$ cat config.mk
export PLATFORM = sky130hd
export DESIGN_NAME = reg_file_mp
export DESIGN_NICKNAME = d
export VERILOG_FILES = /design/src/rtl/reg_file_mp_pkg.sv /design/src/rtl/reg_file_mp_scoreboard.sv /design/src/rtl/reg_file_mp.sv
export SDC_FILE = /design/constraint.sdc
export NUM_CORES = 2
export LEC_CHECK = 0
export ABC_CLOCK_PERIOD_IN_PS = 2400
export CORE_MARGIN = 3
export CORE_UTILIZATION = 44
export CTS_CLUSTER_SIZE = 20
export DETAILED_ROUTE_END_ITERATION = 6
export GPL_TIMING_DRIVEN = 1
export PLACE_DENSITY = 0.69
export SLEW_MARGIN = 20
export SYNTH_ARGS = -nofsm -noshare
export SYNTH_HDL_FRONTEND = slang
export SYNTH_SLANG_ARGS = --single-unit
$ cat constraint.sdc
create_clock -name clk -period 2.4 [get_ports clk]
set_input_delay 0.36 -clock clk [delete_from_list [all_inputs] [get_ports clk]]
set_output_delay 0.36 -clock clk [all_outputs]
set_load 0.01 [all_outputs]
$ cat src/rtl/reg_file_mp_pkg.sv
// Shared RISC-V core defaults: register file geometry and the register address type.
package riscv_defines;
  localparam int RF_WORD_WIDTH = 32;
  localparam int RF_N_REGS     = 32;
  localparam int RF_ADDR_WIDTH = $clog2(RF_N_REGS);

  typedef logic [RF_ADDR_WIDTH-1:0] reg_addr_t;
endpackage

$ cat src/rtl/reg_file_mp_scoreboard.sv
// Busy-bit tracker for long-latency writes: flush > reserve > clear, x0 never busy.
module reg_scoreboard
  import riscv_defines::*;
#(
  parameter  int N_REGS     = RF_N_REGS,
  localparam int ADDR_WIDTH = $clog2(N_REGS)
) (
  input  logic                  clk,
  input  logic                  rst_n,
  input  logic                  set_en_i,
  input  logic [ADDR_WIDTH-1:0] set_addr_i,
  input  logic                  clr_en_i,
  input  logic [ADDR_WIDTH-1:0] clr_addr_i,
  input  logic                  flush_i,
  output logic [N_REGS-1:0]     busy_o
);
  logic [N_REGS-1:0] busy_q, busy_d;

  // Addresses >= N_REGS never match a loop index, so they fall through untouched.
  always_comb begin
    busy_d = busy_q;
    for (int i = 1; i < N_REGS; i++) begin
      if (clr_en_i && clr_addr_i == ADDR_WIDTH'(i)) busy_d[i] = 1'b0;
      if (set_en_i && set_addr_i == ADDR_WIDTH'(i)) busy_d[i] = 1'b1;
    end
    if (flush_i) busy_d = '0;
    busy_d[0] = 1'b0;
  end

  always_ff @(posedge clk or negedge rst_n) begin
    if (!rst_n) busy_q <= '0;
    else        busy_q <= busy_d;
  end

  assign busy_o = busy_q;
endmodule

$ cat src/rtl/reg_file_mp.sv
// Multi-read-port register file with two write ports (A: ALU, B: LSU),
// optional same-cycle forwarding and a busy scoreboard for pending B writes.
module reg_file_mp
  import riscv_defines::*;
#(
  parameter  int WORD_WIDTH = RF_WORD_WIDTH,
  parameter  int N_REGS     = RF_N_REGS,
  parameter  int N_READ     = 2,
  parameter  int BYPASS     = 1,
  localparam int ADDR_WIDTH = $clog2(N_REGS)
) (
  input  logic                                  clk,
  input  logic                                  rst_n,
  input  logic [N_READ-1:0][ADDR_WIDTH-1:0]     read_addr_i,
  output logic [N_READ-1:0][WORD_WIDTH-1:0]     read_data_o,
  output logic [N_READ-1:0]                     read_busy_o,
  input  logic                                  wa_en_i,
  input  logic [ADDR_WIDTH-1:0]                 wa_addr_i,
  input  logic [WORD_WIDTH-1:0]                 wa_data_i,
  input  logic                                  wb_en_i,
  input  logic [ADDR_WIDTH-1:0]                 wb_addr_i,
  input  logic [WORD_WIDTH-1:0]                 wb_data_i,
  input  logic                                  rsv_en_i,
  input  logic [ADDR_WIDTH-1:0]                 rsv_addr_i,
  input  logic                                  flush_i
);
  logic [WORD_WIDTH-1:0] regs [N_REGS];
  logic [N_REGS-1:0]     busy;
  logic                  wa_ok, wb_ok;

  function automatic logic in_rf(input logic [ADDR_WIDTH-1:0] a);
    return (a != '0) && (int'(a) < N_REGS);
  endfunction

  assign wa_ok = wa_en_i && in_rf(wa_addr_i);
  assign wb_ok = wb_en_i && in_rf(wb_addr_i);

  // B is written first so A lands last and wins a same-address collision.
  always_ff @(posedge clk or negedge rst_n) begin
    if (!rst_n) begin
      for (int i = 0; i < N_REGS; i++) regs[i] <= '0;
    end else begin
      if (wb_ok) regs[wb_addr_i] <= wb_data_i;
      if (wa_ok) regs[wa_addr_i] <= wa_data_i;
    end
  end

  reg_scoreboard #(.N_REGS(N_REGS)) u_sb (
    .clk        (clk),
    .rst_n      (rst_n),
    .set_en_i   (rsv_en_i),
    .set_addr_i (rsv_addr_i),
    .clr_en_i   (wb_en_i),
    .clr_addr_i (wb_addr_i),
    .flush_i    (flush_i),
    .busy_o     (busy)
  );

  for (genvar p = 0; p < N_READ; p++) begin : g_rd
    logic [ADDR_WIDTH-1:0] ra;
    logic [WORD_WIDTH-1:0] rd;
    logic                  rb;

    assign ra = read_addr_i[p];

    // Output is gated by rst_n so forwarded write data cannot leak during reset.
    always_comb begin
      rd = '0;
      rb = 1'b0;
      if (rst_n && in_rf(ra)) begin
        rd = regs[ra];
        rb = busy[ra];
        if (BYPASS != 0) begin
          if (wb_ok && wb_addr_i == ra) rd = wb_data_i;
          if (wa_ok && wa_addr_i == ra) rd = wa_data_i;
          if (wb_en_i && wb_addr_i == ra && !(rsv_en_i && rsv_addr_i == ra)) rb = 1'b0;
        end
      end
    end

    assign read_data_o[p] = rd;
    assign read_busy_o[p] = rb;
  end
endmodule

==> impl_metrics.json <==
{
  "status": "complete, but fails checks",
  "violations": "design-rule violations, negative setup slack",
  "slew_violations": 0,
  "synth_top_family_by_area": "multiplexers",
  "drtPass1Iterations": 7,
  "synthAdderAreaFrac": 0,
  "seq_area_mm2": 0.02640,
  "synth_area_mm2": 0.06800,
  "ios": 161,
  "first_global_vias": 66427,
  "p_leak_nw": 41.29,
  "core_area_mm2": 0.1528,
  "cts_tree": "done",
  "clock_skew_ns": 0,
  "finalSetupViolCount": 66,
  "start_util": 0.4450,
  "rows": 143,
  "place_congestion": 1.024,
  "fillers": 11822,
  "rsz0062_at_grt": "yes",
  "vdd.ir_drop.worst_uv": 709.0,
  "ys_warn_count": 0,
  "dp_hpwl_um": 206600,
  "grt_pass1_wl_um": 453900,
  "multiInputGateArea_mm2": 0.04160,
  "synth-edff-count": 0,
  "synthXorXnorAreaFrac": 0.003864,
  "crit_chain": "mux4_2, a22o_4, a21oi_2, nand4_1, o211a_1, buf_2",
  "ant_nets": 0,
  "synth_area_per_cell_um2": 9.726,
  "critPathTopFamily": "compound AO/OA/AOI/OAI gates",
  "yosysTopAreaCellShare": 0.3883,
  "synthTopCellsByArea": "dfrtp_1 39%, mux2i_1 21%, mux4_2 7.2%, a21oi_1 5.3%, nor2_1 3.7%",
  "finalHoldViolCount": 0,
  "ys.flop_type": "dfrtp_1",
  "crit_arrival_ns": 3.02,
  "grtUsageTotal": 0.3855,
  "finalInstanceArea_mm2": 0.09267,
  "nNetsFinal": 8049,
  "holdCritPathClass": "in2reg",
  "synth-compound-area-share": 0.1521,
  "clock-root-buffer": "clkbuf_16",
  "mostFrequentLayoutCell": "mux2i_1",
  "worstMarginPinSlew_ns": 1.016,
  "htreeDepth": 3,
  "synth_cell_type_count": 59,
  "die_x_um": 399.1,
  "die_h_um": 399.1,
  "cts_buffer_depth": 3,
  "cts_buffers": 118,
  "p_per_area_mw_per_mm2": 753.2,
  "async_flop_share": 1.000,
  "grt_overflow_total": 0,
  "dp_slack_ns": -1.709,
  "slowest_delay_ns": 0.48,
  "grt_max_degree": 169,
  "crit_type": "reg2out",
  "antenna_found_initial": 11,
  "viasPerCell": 6.682,
  "synthSimpleGateAreaFrac": 0.09635,
  "wl_um": 317200,
  "min_period_ns": 3.377,
  "drtIter0Drc": 10160,
  "path_max_fanout": 2,
  "crit_path_top_delay_cell": "mux4_2",
  "fin_setup_tns_ns": -33.37,
  "cts.sinks": 1055,
  "post-route-util": 0.6065,
  "critPathLaunchType": "register",
  "seq_area_frac_synth": 0.3883,
  "whs_ns": 0.2727,
  "relSlewSlack": 0.3228,
  "synth-seq-cells": 1055,
  "dp.cells": 9726,
  "path_buf_inv": 1,
  "io_buffers": 160,
  "synth_mux_area_frac": 0.3033,
  "vias": 67410,
  "post-route-drc-count": 2,
  "layout-drive-gt1-share": 0.3325,
  "finalNonFillerCells": 10088,
  "required_ns": 2.04,
  "clock.fmax_ghz": 0.2961,
  "synthToLayoutAreaGrowth_pct": 36.29,
  "post_dp_cell_area_mm2": 0.08323,
  "fin_ws_ns": -0.9774,
  "dieArea_mm2": 0.1593,
  "end_kind": "output port",
  "power.total_mw": 69.80,
  "clkTransAtPathRegs_ns": 0.06,
  "wl_per_cell_um": 31.44,
  "synth_top_area_cell": "dfrtp_1",
  "max_cap_viol_count": 0,
  "insertion_delay_ns": 0.79,
  "synth_nets": 7086,
  "mostFrequentLayoutCells": "1395 x mux2i_1, 1168 x buf_4, 1055 x dfrtp_1, 696 x a21oi_1, 646 x nor2_1",
  "post-route-period-util": 1.407,
  "synthCells": 6991
}
-- worst register-to-register path, delay by kind of cell (launching register included) --
kind / cells / cell delay [ns]
AO/OA/AOI/OAI: 1 / 0.08
buffers and inverters: 3 / 0.36
flip-flops: 1 / 0.42
multiplexers: 1 / 0.12
-- where the power goes --
part	internal, mW	switching [mW]
Clock	11.7	8.46
Sequential	22.3	3.43
Combinational	12.7	11.2
Total	46.7	23.1
-- per-layer routing --
layer	track usage	wire, um	vias up
met5	0	52	-
met3	0.1300	43910	1591
met4	0.2690	27750	6
met2	0.5497	131600	5574
li1	-	-	27350
met1	0.4906	113900	32889
-- worst paths after layout --
kind / from / end / slack [ns] / cells past startpoint
worst max-delay path: regs[508]$_DFF_PN0_ / read_data_o[60] / -0.98 / 6
worst min-delay path: wa_addr_i[4] / regs[480]$_DFF_PN0_ / 0.27 / 6
worst max register to register: regs[84]$_DFF_PN0_ / regs[84]$_DFF_PN0_ / 1.29 / 5
worst min register to register: regs[1023]$_DFF_PN0_ / regs[1023]$_DFF_PN0_ / 0.40 / 0
max in group asynchronous: rst_n / regs[453]$_DFF_PN0_ / 0.14 / 5
min in group asynchronous: rst_n / regs[920]$_DFF_PN0_ / 0.63 / 4
-- cells in the mapped netlist, types with 8 or more instances --
cell type  number
a22oi_1       142
mux2_2        137
xor2_1         18
o211a_1        30
a2111oi_0      64
nor2_1        664
and2_1          8
a211oi_1       98
a21oi_1       723
o22ai_1        68
xnor2_1        12
buf_2         171
o21a_1         30
o21ai_0       437
o21ai_1        16
dfrtp_1      1055
nor2b_1        85
nand4_1        36
nor3_1         10
nand2b_1       23
nor3_2         11
clkbuf_1      565
and3_1         42
buf_6           8
buf_1          80
buf_4          58
a22o_1         88
nand2_1       464
nand3_1       135
mux2i_1      1418
mux4_2        217
a221oi_1       30
-- flip-flops by register name, indices dropped and copies added (netlist names) --
register and flops:
regs 1024, u_sb.busy_o 31
-- logic make-up after synthesis --
family                    Yosys count
muxes                            1772
AOI/OAI and AO/OA                1738
and+or+nand+nor                  1511
DFF                              1055
buffers and inverters             885
xor gates and xnor gates           30
-- final cells by class --
cell class	instances	area share
clock buffer	158	0.03662
inverter	1	0.00004051
tap	2030	0.02741
antenna	3	0.00008101
sequential	1055	0.2849
timing repair buffer	1727	0.1927
clock inverter	63	0.009330
multi-input combinational	5051	0.4489
-- timing repair --
item,CTS,global route
gates cloned,19,3
setup endpoints to repair,66,66
resized for setup,847,289
pin swaps,254,204
hold buffers,1,0
setup buffers,111,68
endpoints found under the hold margin,181,0
Note: power is estimated with default switching activity, not from simulation.
